[config.mk]
export PLATFORM = sky130hd
export DESIGN_NAME = clk_prog_division
export DESIGN_NICKNAME = d
export VERILOG_FILES = /design/src/rtl/clk_gen_pkg.sv /design/src/rtl/clk_prog_div_ch.sv /design/src/rtl/clk_prog_division.sv
export SDC_FILE = /design/constraint.sdc
export NUM_CORES = 1
export LEC_CHECK = 0
export ABC_AREA = 1
export BUFFER_PORTS_ARGS = -buffer_cell sky130_fd_sc_hd__buf_2
export CAP_MARGIN = 10
export CORE_ASPECT_RATIO = 0.6
export CORE_MARGIN = 3
export CORE_UTILIZATION = 40
export CTS_CLUSTER_SIZE = 28
export DETAILED_ROUTE_END_ITERATION = 12
export SLEW_MARGIN = 25
export SYNTH_ARGS = -nofsm -noshare
export SYNTH_HDL_FRONTEND = slang
export SYNTH_SLANG_ARGS = --single-unit
[constraint.sdc]
create_clock -name inclk -period 5.1 [get_ports inclk]
set_input_delay 1.02 -clock inclk [delete_from_list [all_inputs] [get_ports inclk]]
set_output_delay 1.02 -clock inclk [all_outputs]
set_load 0.005 [all_outputs]
[src/rtl/clk_gen_pkg.sv]
// Shared types and helpers for the programmable clock divider: channel FSM
// encoding, minimum legal divisor and the divisor clamp.
package clk_gen_pkg;

    localparam int unsigned DIV_MIN = 2;

    typedef enum logic [1:0] {
        ST_IDLE  = 2'd0,
        ST_RUN   = 2'd1,
        ST_DRAIN = 2'd2
    } ch_state_e;

    // Divisors below DIV_MIN cannot produce a high and a low phase.
    function automatic logic [31:0] clamp_div(input logic [31:0] div);
        return (div < DIV_MIN) ? 32'(DIV_MIN) : div;
    endfunction

endpackage

[src/rtl/clk_prog_div_ch.sv]
// One divider channel: IDLE/RUN/DRAIN sequencer, period counter, pending/active
// divisor pair. Lock counter present only with CLK_PROG_DIV_LOCK_EN defined.
module clk_prog_div_ch
    import clk_gen_pkg::*;
#(
    parameter int unsigned DW       = 8,
    parameter int unsigned DIV_INIT = 2,
    parameter int unsigned LOCK_CNT = 15
) (
    input  logic          clk_i,
    input  logic          rst_i,
    input  logic          ch_en_i,
    input  logic [DW-1:0] div_val_i,
    input  logic          div_load_i,
    output logic          outclk_o,
    output logic          outclkn_o,
    output logic          clk_en_pulse_o,
    output logic          locked_o
);

    localparam logic [DW-1:0] DIV_RST = DW'(clamp_div(32'(DIV_INIT)));

    ch_state_e     state_q, state_d;
    logic [DW-1:0] cnt_q, cnt_d;
    logic [DW-1:0] n_q, n_d;
    logic [DW-1:0] p_q, p_d;
    logic [DW-1:0] h_d;
    logic          wrap_c;
    logic          outclk_d, pulse_d, locked_d;
    logic          outclk_q, outclkn_q, pulse_q, locked_q;

    assign wrap_c = (state_q != ST_IDLE) && (cnt_q == n_q - DW'(1));

    // Next state; a load in the wrap cycle is already visible through p_d.
    always_comb begin
        state_d = state_q;
        cnt_d   = cnt_q;
        n_d     = n_q;
        p_d     = div_load_i ? DW'(clamp_div(32'(div_val_i))) : p_q;
        case (state_q)
            ST_IDLE: begin
                cnt_d = '0;
                if (ch_en_i) begin
                    state_d = ST_RUN;
                    n_d     = p_d;
                end
            end
            ST_RUN, ST_DRAIN: begin
                cnt_d = wrap_c ? '0 : cnt_q + DW'(1);
                if (wrap_c) begin
                    n_d = p_d;
                end
                if (ch_en_i) begin
                    state_d = ST_RUN;
                end else if (state_q == ST_RUN) begin
                    state_d = ST_DRAIN;
                end else if (wrap_c) begin
                    state_d = ST_IDLE;
                end
            end
            default: begin
                state_d = ST_IDLE;
                cnt_d   = '0;
            end
        endcase
    end

    // High for ceil(N/2) cycles at the start of each period.
    assign h_d      = n_d - (n_d >> 1);
    assign outclk_d = (state_d != ST_IDLE) && (cnt_d < h_d);
    assign pulse_d  = (state_d != ST_IDLE) && (cnt_d == '0);

`ifdef CLK_PROG_DIV_LOCK_EN
    localparam int unsigned LW = (LOCK_CNT > 1) ? $clog2(LOCK_CNT + 1) : 1;

    logic [LW-1:0] lock_q, lock_d;

    // Counts completed RUN periods at an unchanged divisor, saturating.
    always_comb begin
        lock_d = lock_q;
        if ((state_q != ST_RUN) || (state_d != ST_RUN)) begin
            lock_d = '0;
        end else if (wrap_c) begin
            if (n_d != n_q) begin
                lock_d = '0;
            end else if (lock_q != LW'(LOCK_CNT)) begin
                lock_d = lock_q + LW'(1);
            end
        end
    end

    assign locked_d = (lock_d == LW'(LOCK_CNT));

    always_ff @(posedge clk_i) begin
        if (rst_i) begin
            lock_q <= '0;
        end else begin
            lock_q <= lock_d;
        end
    end
`else
    logic unused_lock_cnt;

    assign unused_lock_cnt = ^32'(LOCK_CNT);
    assign locked_d        = (state_d == ST_RUN);
`endif

    always_ff @(posedge clk_i) begin
        if (rst_i) begin
            state_q   <= ST_IDLE;
            cnt_q     <= '0;
            n_q       <= DIV_RST;
            p_q       <= DIV_RST;
            outclk_q  <= 1'b0;
            outclkn_q <= 1'b1;
            pulse_q   <= 1'b0;
            locked_q  <= 1'b0;
        end else begin
            state_q   <= state_d;
            cnt_q     <= cnt_d;
            n_q       <= n_d;
            p_q       <= p_d;
            outclk_q  <= outclk_d;
            outclkn_q <= ~outclk_d;
            pulse_q   <= pulse_d;
            locked_q  <= locked_d;
        end
    end

    assign outclk_o       = outclk_q;
    assign outclkn_o      = outclkn_q;
    assign clk_en_pulse_o = pulse_q;
    assign locked_o       = locked_q;

endmodule

[src/rtl/clk_prog_division.sv]
// Multi-channel programmable clock divider; CH independent channels.
// Optional lock counter enabled by defining CLK_PROG_DIV_LOCK_EN.
module clk_prog_division
    import clk_gen_pkg::*;
#(
    parameter int unsigned CH       = 2,
    parameter int unsigned DW       = 8,
    parameter int unsigned DIV_INIT = 2,
    parameter int unsigned LOCK_CNT = 15
) (
    input  logic             inclk,
    input  logic             rst,
    input  logic [CH-1:0]    ch_en,
    input  logic [CH*DW-1:0] div_val,
    input  logic [CH-1:0]    div_load,
    output logic [CH-1:0]    outclk,
    output logic [CH-1:0]    outclkn,
    output logic [CH-1:0]    clk_en_pulse,
    output logic [CH-1:0]    locked
);

    for (genvar i = 0; i < CH; i++) begin : g_ch
        clk_prog_div_ch #(
            .DW       (DW),
            .DIV_INIT (DIV_INIT),
            .LOCK_CNT (LOCK_CNT)
        ) u_ch (
            .clk_i          (inclk),
            .rst_i          (rst),
            .ch_en_i        (ch_en[i]),
            .div_val_i      (div_val[i*DW +: DW]),
            .div_load_i     (div_load[i]),
            .outclk_o       (outclk[i]),
            .outclkn_o      (outclkn[i]),
            .clk_en_pulse_o (clk_en_pulse[i]),
            .locked_o       (locked[i])
        );
    end

endmodule

Word level (Yosys, flattened, before mapping)
Index checks and enable logic that the tools add are counted.
{"block": "totals", "latch_bits": 0, "elab_cells": 76, "inputBits": 22, "output_inout_bits": 8, "memories": 0, "mem_bits_rw": 0, "regBits": 60, "romBits": 0}
{"block": "op_classes", "bitwise": 2, "n_mux": 24, "div": 0, "addsub": 6, "eq_ne": 8, "n_reduce_logical": 16, "order_cmp": 4, "shifts": 0, "multipliers": 0}
{"operator": "$mux W8", "count": 12}
{"operator": "$pmux W8 S2", "count": 2}
{"operator": "$add A8 B1 Y8 const B", "count": 2}
{"operator": "$eq A8 B8 Y1", "count": 2}
{"operator": "$logic_not A8 Y1", "count": 2}
{"operator": "$lt A8 B2 Y1 const B", "count": 2}
{"operator": "$lt A8 B8 Y1", "count": 2}
{"operator": "$mux W2", "count": 8}
{"operator": "$sub A8 B1 Y8 const B", "count": 2}
{"operator": "$sub A8 B7 Y8", "count": 2}
{"operator": "$eq A2 B1 Y1 const B", "count": 4}
{"operator": "$pmux W2 S2", "count": 2}
{"operator": "$reduce_bool A2 Y1", "count": 4}
{"operator": "$logic_and A1 B1 Y1", "count": 6}
{"operator": "$eq A2 B2 Y1 const B", "count": 2}
{"operator": "$logic_not A2 Y1", "count": 2}
{"operator": "$reduce_or A2 Y1", "count": 2}
{"operator": "$not A1 Y1", "count": 2}

Longest topological paths before layout
Gate-level depths: netlist of run 1.
{"block": "logic_depth", "word_depth": 10, "depth_mapped": 38, "ltp_nobuf": 37}

Modules after synthesis
A second synthesis of run 1 with hierarchy kept.
{"block": "unflattened", "hier_cells": 700, "area_unflattened_um2": 4679.5}
{"module": "clk_prog_div_ch at g_ch[1].u_ch", "area_per_inst_um2": 2342.2, "seq_area_each_um2": 600.6, "n_inst": 1, "cells_per_inst": 349}
{"module": "clk_prog_div_ch at g_ch[0].u_ch", "area_per_inst_um2": 2337.2, "seq_area_each_um2": 600.6, "n_inst": 1, "cells_per_inst": 351}

Worst setup path before layout of run 1
OpenSTA, ideal clock, no wires.
{"block": "synth_path", "kind": "input -> register", "from": "input port div_load[0]", "to": "register g_ch[0].u_ch.outclkn_q", "stages": 26, "arrival_time_ns": 4.007, "required_time_ns": 4.988, "setup_slack_ns": 0.981, "path_cell_list": "buf_1 -> mux2i_1 -> nand2_1 -> a21oi_1 -> nand2_1 -> o21ai_2 -> inv_1 -> ha_1 -> a21oi_1 -> nand2_1 -> a21oi_1 -> o21ai_0 -> a21o_1 -> a21oi_1 -> inv_1 -> nand2_1 -> nand2_1 -> ha_1 -> nand2_1 -> inv_1 -> nand2_1 -> nand3_1 -> a31oi_1 -> nand2_1 -> inv_1 -> nand2_1"}
{"block": "synth_between", "elab_chain_cells": 7}
{"item": "start: declaration", "line": "clk_prog_division.sv:15", "rtl": "input logic [CH-1:0] div_load,"}
{"item": "$mux W8 (*)", "line": "clk_prog_div_ch.sv:39", "rtl": "p_d = div_load_i ? DW'(clamp_div(32'(div_val_i))) : p_q;"}
{"item": "$mux W8 (on tied branches)", "line": "clk_prog_div_ch.sv:50, clk_prog_div_ch.sv:43"}
{"item": "$pmux W8 S2 (*)", "line": "clk_prog_div_ch.sv:40", "rtl": "case (state_q)"}
{"item": "named net g_ch[0].u_ch.n_d[2]", "line": "clk_prog_div_ch.sv:25", "rtl": "logic [DW-1:0] n_q, n_d;"}
{"item": "$sub A8 B7 Y8 (*)", "line": "clk_prog_div_ch.sv:69", "rtl": "assign h_d = n_d - (n_d >> 1);"}
{"item": "$lt A8 B8 Y1 (*)", "line": "clk_prog_div_ch.sv:70", "rtl": "assign outclk_d = (state_d != ST_IDLE) && (cnt_d < h_d);"}
{"item": "$logic_and A1 B1 Y1 (*)", "line": "clk_prog_div_ch.sv:70"}
{"item": "$not A1 Y1 (*)", "line": "clk_prog_div_ch.sv:124", "rtl": "outclkn_q <= ~outclk_d;"}
{"item": "end signal: assignment", "line": "clk_prog_div_ch.sv:124"}
{"item": "end: declaration", "line": "clk_prog_div_ch.sv:30", "rtl": "logic outclk_q, outclkn_q, pulse_q, locked_q;"}
The timed path passes the listed nets; every way through them passes the cells marked *.
A chain may end at the register's enable or synchronous reset.

Final worst setup path of run 1
{"block": "layout_path", "from": "register g_ch[0].u_ch.n_q[0]", "to": "register g_ch[0].u_ch.outclkn_q"}
{"item": "start: declaration", "line": "clk_prog_div_ch.sv:25"}
{"item": "start signal: assignment", "line": "clk_prog_div_ch.sv:121", "rtl": "n_q <= n_d;"}
{"item": "$sub A8 B1 Y8", "line": "clk_prog_div_ch.sv:32", "rtl": "assign wrap_c = (state_q != ST_IDLE) && (cnt_q == n_q - DW'(1));"}
{"item": "$eq A8 B8 Y1", "line": "clk_prog_div_ch.sv:32"}
{"item": "$logic_and A1 B1 Y1", "line": "clk_prog_div_ch.sv:32"}
{"item": "$mux W8", "line": "clk_prog_div_ch.sv:50", "rtl": "if (wrap_c) begin"}
{"item": "$pmux W8 S2", "line": "clk_prog_div_ch.sv:40"}
{"item": "named net g_ch[0].u_ch.n_d[2]", "line": "clk_prog_div_ch.sv:25"}
{"item": "$sub A8 B7 Y8", "line": "clk_prog_div_ch.sv:69"}
{"item": "$lt A8 B8 Y1", "line": "clk_prog_div_ch.sv:70"}
{"item": "$logic_and A1 B1 Y1", "line": "clk_prog_div_ch.sv:70"}
{"item": "$not A1 Y1", "line": "clk_prog_div_ch.sv:124"}
The timed path passes the listed nets, and every way through them passes these cells.

==> results of run 1 <==
power by group:
group / leakage [nW] / internal (W) / switching [W]
logic: 2.11 / 0.000334 / 0.000570
clock network: 0.173 / 0.000503 / 0.000212
registers: 0.494 / 0.000514 / 0.0000405
cell families (layout without fill, tap and decap cells):
kind of cell             count (synthesis)  count (layout)  synth area share
AO/OA/AOI/OAI                          122             122             0.159
XOR/XNOR                                30              30            0.0551
adder cells (fa/ha/maj)                 40              40             0.108
buffers and inverters                  150             169             0.132
flip-flops                              60              60             0.252
multiplexers                             2               2           0.00420
AND/OR/NAND/NOR                        314             314             0.291
worst min path at each step:
| stage | start | slack [ps] | cells after the start | endpoint |
|---|---|---|---|---|
| 6_report | g_ch[0].u_ch.p_q[0] | 470 | 2 | g_ch[0].u_ch.p_q[0] |
| 5_1_grt | g_ch[0].u_ch.p_q[0] | 520 | 2 | g_ch[0].u_ch.p_q[0] |
| 4_1_cts | g_ch[0].u_ch.p_q[0] | 480 | 2 | g_ch[0].u_ch.p_q[0] |
| 3_5_place_dp | g_ch[0].u_ch.p_q[0] | 470 | 2 | g_ch[0].u_ch.p_q[0] |
| 3_3_place_gp | g_ch[0].u_ch.p_q[0] | 460 | 2 | g_ch[0].u_ch.p_q[0] |
| 2_1_floorplan | g_ch[0].u_ch.p_q[0] | 450 | 2 | g_ch[0].u_ch.p_q[0] |
worst reg2reg max path, delay by kind of cell (launching register included):
kind            cells  cell delay [ps]
xor+xnor            1              110
compound gates      9             1310
flops               1              370
simple gates       14             1310
buf+inv             6              520
fa+ha+maj           3              820
through the flow:
stage	cell area (sq um)	hold slack, ps
after floorplan	4770	451
final	5320	472
after global placement	4960	462
after global routing	5320	523
after detailed placement	4960	471
after CTS	5320	479
synthesized netlist by cell type (all sizes together):
library cell / n / share of area
nand2: 165 / 0.14
mux2i: 2 / 0.0042
a31oi: 3 / 0.0039
nand4: 6 / 0.0079
clkbuf: 9 / 0.0071
o211ai: 13 / 0.028
fa: 2 / 0.0084
and3: 1 / 0.0013
a21oi: 51 / 0.054
or2: 9 / 0.012
nand3: 38 / 0.047
a211oi: 2 / 0.0031
o31ai: 2 / 0.0031
dfxtp: 60 / 0.25
o22ai: 1 / 0.0026
nor3: 13 / 0.015
inv: 119 / 0.095
a21o: 1 / 0.0016
xor2: 17 / 0.031
nand3b: 1 / 0.0016
buf: 18 / 0.026
clkinv: 4 / 0.0034
o21ai: 49 / 0.062
nor2: 81 / 0.068
ha: 38 / 0.10
xnor2: 13 / 0.024
placed cells by master, fill, tap and decap left out, types with 2 or more instances in the layout:
master / n
nor3_1: 12
o211ai_1: 6
inv_2: 16
o211ai_2: 7
dfxtp_1: 60
nand3_1: 33
mux2i_1: 2
nand4_1: 6
xnor2_1: 13
ha_1: 38
inv_1: 101
o31ai_1: 2
a211oi_1: 2
buf_2: 29
bufinv_16: 3
clkbuf_8: 2
o21ai_2: 14
a31oi_1: 3
nand2_2: 12
o21ai_0: 25
o21ai_1: 10
clkinv_1: 3
nand2_1: 152
nor2_2: 6
clkinv_2: 2
nor2_1: 74
fa_1: 2
a21oi_1: 50
xor2_1: 17
or2_2: 8
clkbuf_16: 9
nand3_2: 4
inv_4: 2
sequential cells by signal, summed over array words and instances (netlist names):
register and count:
g_ch.u_ch.locked_o 2, g_ch.u_ch.p_q 16, g_ch.u_ch.n_q 16, g_ch.u_ch.clk_en_pulse_o 2
g_ch.u_ch.outclk_o 2, g_ch.u_ch.outclkn_o 2, g_ch.u_ch.cnt_q 16, g_ch.u_ch.state_q 4
area by class of cell:
class,count,area [sq um]
clock buffers,12,256
clock inverters,4,95.1
fillers,1161,6170
inverters,123,468
multi-input cells,508,2940
flip-flops and latches,60,1200
well taps,160,200
repair buffers,30,153
layer usage:
| metal | GRT usage | vias to the layer above |
|---|---|---|
| met3 | 0.0461 | 10 |
| met4 | 0.0465 | 0 |
| li1 | - | 2299 |
| met5 | 0 | - |
| met1 | 0.298 | 1979 |
| met2 | 0.234 | 184 |
==> impl_metrics.csv, run 1 <==
group,metric,value,unit
power,finalPower,0.00217,W
worst_setup_path,crit_start,"g_ch[0].u_ch.n_q[0]",
yosys,ys_seq_area_frac,0.252,
place,hpwl,9680,um
yosys,ys_ff_latch,60,
cts,cts_buffer_depth,2,
flow_run,drv_cap,0,
place,io_buffers,29,
drt,route.vias.total,4472,
floorplan,die_w,147,um
cts,htree_levels,3,
floorplan,die-area,13300,sq um
cells_and_area,finalNonFillerCells,897,
cells_and_area,areaGrowthSynthToFinish,11.4,%
yosys,syn_area_per_cell,6.65,sq um
drt,avgRoutedWirePerCell,13.9,um
global_routing,grt_pass1_wl,20000,um
floorplan,io_pins,30,
worst_setup_path,critPathCapture,"g_ch[0].u_ch.outclkn_o",
power,vdd_drop_max,181,uV
cells_and_area,diodes,0,
yosys,syn_area,4770,sq um
drt,totalWireLength,12500,um
drt,drt_first_pass_iters,5,
worst_setup_path,reg2reg_depth,33,
timing,hold_viol,0,
worst_setup_path,required,5320,ps
worst_setup_path,r2r_slack,530,ps
timing,setup_viol_count_final,0,
timing,maxSlewViolCount,0,
cts,cts_setup_buffers,0,
cells_and_area,nNetsFinal,794,
drt,vias_per_cell,4.99,
place,dp_worst_setup_slack,448,ps
place,placedCellCount,881,
cells_and_area,drive_gt1_frac,0.166,
yosys,syn_nets,780,
power,power.density,409,nW/um^2
cts,cts_root_buf,"clkbuf_16",
drt,wl_met1,6790,um
worst_setup_path,slowest_stage,"dfxtp_1",
drt,met2_length,4500,um
cts,numCtsBuffers,9,
cts,postCtsResizedCells,0,
cts,cts_sinks,60,
drt,topRoutingLayerUsed,"met4",
floorplan,start_util,0.415,
timing,post-route-period-util,0.895,
worst_setup_path,crit_arrival,4790,ps
worst_setup_path,end_kind,"register",
worst_setup_path,worst-path-buf-inv,6,
cts,ctsHoldBuffers,0,
floorplan,rows,30,
yosys,ys_types,44,
cells_and_area,fin_util,0.463,
yosys,netlist_instances,718,
timing,skew,8.65,ps
worst_setup_path,path_class,"register to register",
timing,period_needed,4570,ps
place,place_congestion,0.924,
timing,slew_headroom,0.602,
global_routing,track_usage,0.184,
drt,wl_met3,1070,um
global_routing,grt_max_degree,56,
worst_setup_path,timing.critical_path.mode_cell,"nand2_1",
global_routing,grt_pass1_vias,3957,
timing,finalWorstSetupSlack,533,ps
yosys,yosysWarnings,0,
worst_setup_path,cp_top_family,"simple AND/OR/NAND/NOR gates",
floorplan,fp.coreArea,11500,sq um
min_path,min_path_type,"register to register",
global_routing,antenna_found_initial,0,
floorplan,die_y,90.6,um
worst_setup_path,crit_path_start_kind,"register",
drt,drc,0,
worst_setup_path,crit_fanout,11,
worst_setup_path,rr_startpoint,"g_ch[0].u_ch.n_q[0]",
worst_setup_path,cp_slowest_stage_delay,370,ps
timing,max_freq,219,MHz
timing,rsz0062_at_grt,"no",
cts,insertion_delay,330,ps
timing,tns,0,ps
cts,cts.clk_slew.worst_paths,60,ps
worst_setup_path,cp.depth,33,
cts,cts_tree,"built",
run_status,status,"completed",
global_routing,grt_overflow,0,
drt,ant_nets,0,
timing,worst_pin_slew,598,ps
power,leakage,2.77,nW
drt,drtIter0Drc,440,
worst_setup_path,rr_endpoint,"g_ch[0].u_ch.outclkn_o",
No activity file was read; power rests on OpenSTA's default activity.
==> run 2: changes to the inputs <==
--- a/config.mk
+++ b/config.mk
@@ -11,8 +11,11 @@
 export CORE_ASPECT_RATIO = 0.6
 export CORE_MARGIN = 3
 export CORE_UTILIZATION = 40
+export CTS_CLUSTER_DIAMETER = 50
 export CTS_CLUSTER_SIZE = 28
 export DETAILED_ROUTE_END_ITERATION = 12
+export GPL_TIMING_DRIVEN = 1
+export RECOVER_POWER = 50
 export SLEW_MARGIN = 25
 export SYNTH_ARGS = -nofsm -noshare
 export SYNTH_HDL_FRONTEND = slang
==> run 2 against run 1 <==
The flow now finishes with violations (max-capacitance violations, max-slew violations). Global-route usage unchanged. Register-to-register slack is essentially flat. Clock power about the same. Largest power group unchanged. Highest routed layer unchanged.
==> impl_metrics.csv, run 2 (synthesis gave the netlist of run 1 again) <==
group,metric,value,unit
global_routing,track_usage,0.184,
timing,slew_headroom,-0.667,
cts,cts_root_buf,"clkbuf_16",
cts,cts.clk_slew.worst_paths,60,ps
timing,setup_viol_count_final,0,
cells_and_area,final_cell_mix,"152 x nand2_1, 101 x inv_1, 74 x nor2_1",
drt,route.vias.total,4470,
drt,drc,0,
cts,numCtsBuffers,9,
worst_setup_path,rr_endpoint,"g_ch[0].u_ch.outclkn_o",
cells_and_area,final_common_cell,"nand2_1",
cells_and_area,drive_gt1_frac,0.159,
power,leakage,2.76,nW
cts,cts_sinks,60,
floorplan,die_y,90.6,um
cells_and_area,diodes,0,
min_path,min_path_type,"register to register",
drt,ant_nets,0,
worst_setup_path,crit_start,"g_ch[0].u_ch.n_q[0]",
timing,rsz0062_at_grt,"no",
run_status,violations,"max-capacitance violations, max-slew violations",
global_routing,grt_pass1_wl,20000,um
worst_setup_path,crit_path_start_kind,"register",
worst_setup_path,slowest_stage,"dfxtp_1",
min_path,min_to,"g_ch[0].u_ch.p_q[0]",
timing,skew,7.90,ps
worst_setup_path,required,5320,ps
cts,htree_levels,3,
floorplan,die_w,147,um
floorplan,fp.coreArea,11500,sq um
cells_and_area,reg_top3,"g_ch.u_ch.cnt_q (16), g_ch.u_ch.n_q (16), g_ch.u_ch.p_q (16)",
cts,cts_buffer_depth,2,
place,place_congestion,0.924,
place,place_area,4960,sq um
cts,cts_setup_buffers,0,
cells_and_area,fin_util,0.462,
min_path,hp-start,"g_ch[0].u_ch.p_q[0]",
min_path,worstHoldPathCells,2,
cts,ctsHoldBuffers,0,
worst_setup_path,cp_slowest_stage_delay,370,ps
place,hpwl,9680,um
worst_setup_path,crit_fanout,11,
global_routing,grt_max_degree,56,
worst_setup_path,path_class,"register to register",
floorplan,rows,30,
global_routing,grt_pass1_vias,3957,
global_routing,antenna_found_initial,0,
timing,tns,0,ps
worst_setup_path,reg2reg_depth,33,
worst_setup_path,rr_startpoint,"g_ch[0].u_ch.n_q[0]",
floorplan,start_util,0.415,
worst_setup_path,timing.critical_path.mode_cell,"nand2_1",
timing,hold_viol,0,
power,vdd_drop_max,181,uV
timing,worst_pin_slew,2500,ps
cts,cts_tree,"built",
global_routing,grt_overflow,0,
worst_setup_path,crit_arrival,4800,ps
drt,avgRoutedWirePerCell,13.9,um
drt,drtIter0Drc,440,
flow_run,drv_cap,1,
cells_and_area,nNetsFinal,794,
power,finalPower,0.00217,W
timing,period_needed,4580,ps
worst_setup_path,r2r_slack,520,ps
place,placedCellCount,881,
drt,totalWireLength,12400,um
cts,insertion_delay,330,ps
run_status,status,"complete, but fails checks",
timing,post-route-period-util,0.898,
floorplan,die-area,13300,sq um
power,power.density,409,nW/um^2
floorplan,io_pins,30,
drt,drt_first_pass_iters,5,
cells_and_area,stdcell_area,5310,sq um
timing,maxSlewViolCount,56,
cells_and_area,finalNonFillerCells,897,
drt,vias_per_cell,4.98,
cts,postCtsResizedCells,0,
worst_setup_path,end_kind,"register",
cells_and_area,areaGrowthSynthToFinish,11.2,%
timing,max_freq,218,MHz
place,io_buffers,29,
[run 2: metrics by stage]
| step | hold WS (ps) | worst slack [ps] |
|---|---|---|
| floorplan | 451 | 981 |
| detailed placement | 471 | 448 |
| finish | 472 | 521 |
| CTS | 479 | 580 |
| global route | 523 | 97.1 |
| global placement | 462 | 540 |
[run 2: how the worst max path moves through the flow]
stage / to / slack [ps]
after floorplan: g_ch[0].u_ch.outclkn_o / 980
after global placement: g_ch[0].u_ch.outclk_o / 540
after CTS: g_ch[0].u_ch.outclkn_o / 580
after global routing: g_ch[0].u_ch.outclkn_o / 100
final: g_ch[0].u_ch.outclkn_o / 520
after detailed placement: g_ch[0].u_ch.outclkn_o / 450
[run 2: metal layers]
layer | up-vias | GRT usage | part of all wire
met1 | 1976 | 0.298 | 0.55
met5 | - | 0 | 0
met3 | 10 | 0.0461 | 0.082
met2 | 182 | 0.234 | 0.36
met4 | 0 | 0.0465 | 0.0092
li1 | 2302 | - | -
[run 2: power by group]
part	internal, W	total, W	switching [W]	leakage [nW]
registers	0.000514	0.000555	0.0000410	0.494
logic	0.000333	0.000901	0.000569	2.09
clock network	0.000503	0.000714	0.000211	0.173
total	0.00135	0.00217	0.000820	2.76
[run 2: critical path, delay by kind of cell (launching register included)]
family	cells	cell delay, ps
compound gates	9	1310
xor+xnor	1	110
fa+ha+maj	3	820
buf+inv	6	520
flops	1	370
simple gates	14	1310
[run 2: final cells by class]
class | count | area (sq um)
clock buffer | 12 | 256
clock inverter | 4 | 95.1
fill | 1164 | 6180
inverter | 123 | 468
multi-input combinational | 508 | 2940
sequential | 60 | 1200
tap | 160 | 200
timing repair buffer | 30 | 144
==> run 3: changes to the inputs <==
--- a/config.mk
+++ b/config.mk
@@ -10,11 +10,12 @@
 export CAP_MARGIN = 10
 export CORE_ASPECT_RATIO = 0.6
 export CORE_MARGIN = 3
-export CORE_UTILIZATION = 40
+export CORE_UTILIZATION = 66
 export CTS_CLUSTER_DIAMETER = 50
 export CTS_CLUSTER_SIZE = 28
 export DETAILED_ROUTE_END_ITERATION = 12
 export GPL_TIMING_DRIVEN = 1
+export PLACE_DENSITY = 0.86
 export RECOVER_POWER = 50
 export SLEW_MARGIN = 25
 export SYNTH_ARGS = -nofsm -noshare
==> constraint.sdc (replaced) <==
create_clock -name inclk -period 5.4 [get_ports inclk]
set_input_delay 0.27 -clock inclk [delete_from_list [all_inputs] [get_ports inclk]]
set_output_delay 0.27 -clock inclk [all_outputs]
set_load 0.005 [all_outputs]
==> run 3 against run 2 <==
The flow still finishes with violations (max-capacitance violations, max-slew violations). Via count rose by 4.6%. Hold slack worse by 220 ps. First-iteration DRC count increased by 39%. Critical path type unchanged. Largest cell class unchanged.
==> impl_metrics.csv, run 3 (synthesis gave the netlist of run 1 again) <==
group,metric,value,unit
run_status,status,"complete, but fails checks",
run_status,violations,"max-capacitance violations, max-slew violations",
drt,route.vias.total,4674,
worst_setup_path,cp.depth,35,
flow_run,drv_cap,1,
timing,hold_ws,256,ps
timing,skew,9.14,ps
power,vdd_drop_max,182,uV
worst_setup_path,timing.critical_path.mode_cell,"nand2_1",
drt,drc,0,
timing,rsz0062_at_grt,"no",
drt,ant_nets,0,
floorplan,start_util,0.697,
timing,worst_pin_slew,2350,ps
cells_and_area,fillers,532,
cells_and_area,diodes,0,
global_routing,grt_pass1_vias,4137,
timing,maxSlewViolCount,56,
cts,ctsHoldBuffers,0,
worst_setup_path,cp_slowest_stage_delay,410,ps
drt,drtIter0Drc,612,
power,power.density,372,nW/um^2
global_routing,track_usage,0.293,
power,finalPower,0.00190,W
cells_and_area,final_common_cell,"nand2_1",
cts,cts_buffer_depth,2,
worst_setup_path,worst-path-buf-inv,7,
power,leakage,2.71,nW
cells_and_area,reg_top3,"g_ch.u_ch.cnt_q (16), g_ch.u_ch.n_q (16), g_ch.u_ch.p_q (16)",
place,place_area,4870,sq um
worst_setup_path,reg2reg_depth,35,
place,hpwl,9000,um
worst_setup_path,slowest_stage,"dfxtp_1",
min_path,worstHoldPathCells,3,
timing,hold_viol,0,
global_routing,grt_pass1_wl,19400,um
worst_setup_path,crit_start,"g_ch[1].u_ch.n_q[0]",
cells_and_area,drive_gt1_frac,0.147,
worst_setup_path,crit_arrival,4950,ps
worst_setup_path,rr_endpoint,"g_ch[1].u_ch.outclkn_o",
cells_and_area,multi_input_area,2930,sq um
place,place_congestion,0.948,
timing,slew_headroom,-0.567,
timing,max_freq,211,MHz
cts,htree_levels,3,
cts,cts_tree,"built",
worst_setup_path,required,5620,ps
cells_and_area,areaGrowthSynthToFinish,7.32,%
place,io_buffers,29,
global_routing,grt_max_degree,56,
global_routing,grt_overflow,0,
cts,postCtsResizedCells,0,
floorplan,die-area,8320,sq um
floorplan,rows,23,
worst_setup_path,cp_top_family,"simple AND/OR/NAND/NOR gates",
worst_setup_path,crit_fanout,18,
floorplan,fp.coreArea,6850,sq um
cells_and_area,stdcell_area,5120,sq um
worst_setup_path,r2r_slack,670,ps
floorplan,die_w,116,um
drt,totalWireLength,12000,um
drt,avgRoutedWirePerCell,14.6,um
worst_setup_path,crit_path_start_kind,"register",
cts,cts_setup_buffers,0,
worst_setup_path,rr_startpoint,"g_ch[1].u_ch.n_q[0]",
drt,vias_per_cell,5.69,
timing,period_needed,4730,ps
floorplan,io_pins,30,
cts,cts_root_buf,"clkbuf_16",
cts,cts.clk_slew.worst_paths,50,ps
timing,post-route-period-util,0.877,
worst_setup_path,end_kind,"register",
cts,insertion_delay,330,ps
min_path,min_path_type,"primary input to register",
drt,drt_first_pass_iters,7,
timing,tns,0,ps
global_routing,antenna_found_initial,0,
timing,setup_viol_count_final,0,
cells_and_area,nNetsFinal,793,
floorplan,die_y,71.9,um
cells_and_area,final_cell_mix,"154 x nand2_1, 102 x inv_1, 75 x nor2_1",
worst_setup_path,path_class,"register to register",
cts,cts_sinks,60,
cells_and_area,seq_area,1200,sq um
worst_setup_path,critPathCapture,"g_ch[1].u_ch.outclkn_o",
cts,numCtsBuffers,9,
cells_and_area,fin_util,0.748,
run 3: metal layers:
layer / wire [um] / track usage
met1: 5680 / 0.436
met2: 4820 / 0.433
met3: 1300 / 0.0684
met4: 177 / 0.0631
met5: 0 / 0
run 3: layout make-up:
class / instances / area share
clock inverter: 2 / 0.00195
multi-input combinational: 508 / 0.572
timing repair buffer: 29 / 0.0266
clock buffer: 12 / 0.0520
inverter: 123 / 0.0914
tap: 87 / 0.0213
sequential: 60 / 0.235
run 3: worst min path at each step:
stage                        startpoint                   to  slack (ps)
floorplan           g_ch[0].u_ch.p_q[0]  g_ch[0].u_ch.p_q[0]         450
global placement    g_ch[0].u_ch.p_q[0]  g_ch[0].u_ch.p_q[0]         460
detailed placement  g_ch[0].u_ch.p_q[0]  g_ch[0].u_ch.p_q[0]         490
CTS                          div_val[0]  g_ch[0].u_ch.p_q[0]         260
global route                 div_val[0]  g_ch[0].u_ch.p_q[0]         290
finish                       div_val[0]  g_ch[0].u_ch.p_q[0]         260
run 3: per-stage QoR:
stage / worst slack, ps / std cells
finish: 666 / 821
global route: 158 / 821
CTS: 791 / 821
detailed placement: 839 / 807
global placement: 995 / 807
floorplan: 1380 / 718
run 3: power breakdown:
group	internal (W)	leakage (nW)	switching, W
Clock	0.000341	0.140	0.000193
Sequential	0.000486	0.494	0.0000394
Combinational	0.000313	2.08	0.000533
Total	0.00114	2.71	0.000766
run 3: worst reg2reg max path, delay by kind of cell (launching register included):
family | cells | cell delay (ps)
compound gates | 8 | 1240
buf+inv | 7 | 530
fa+ha+maj | 3 | 980
simple gates | 17 | 1490
flops | 1 | 410
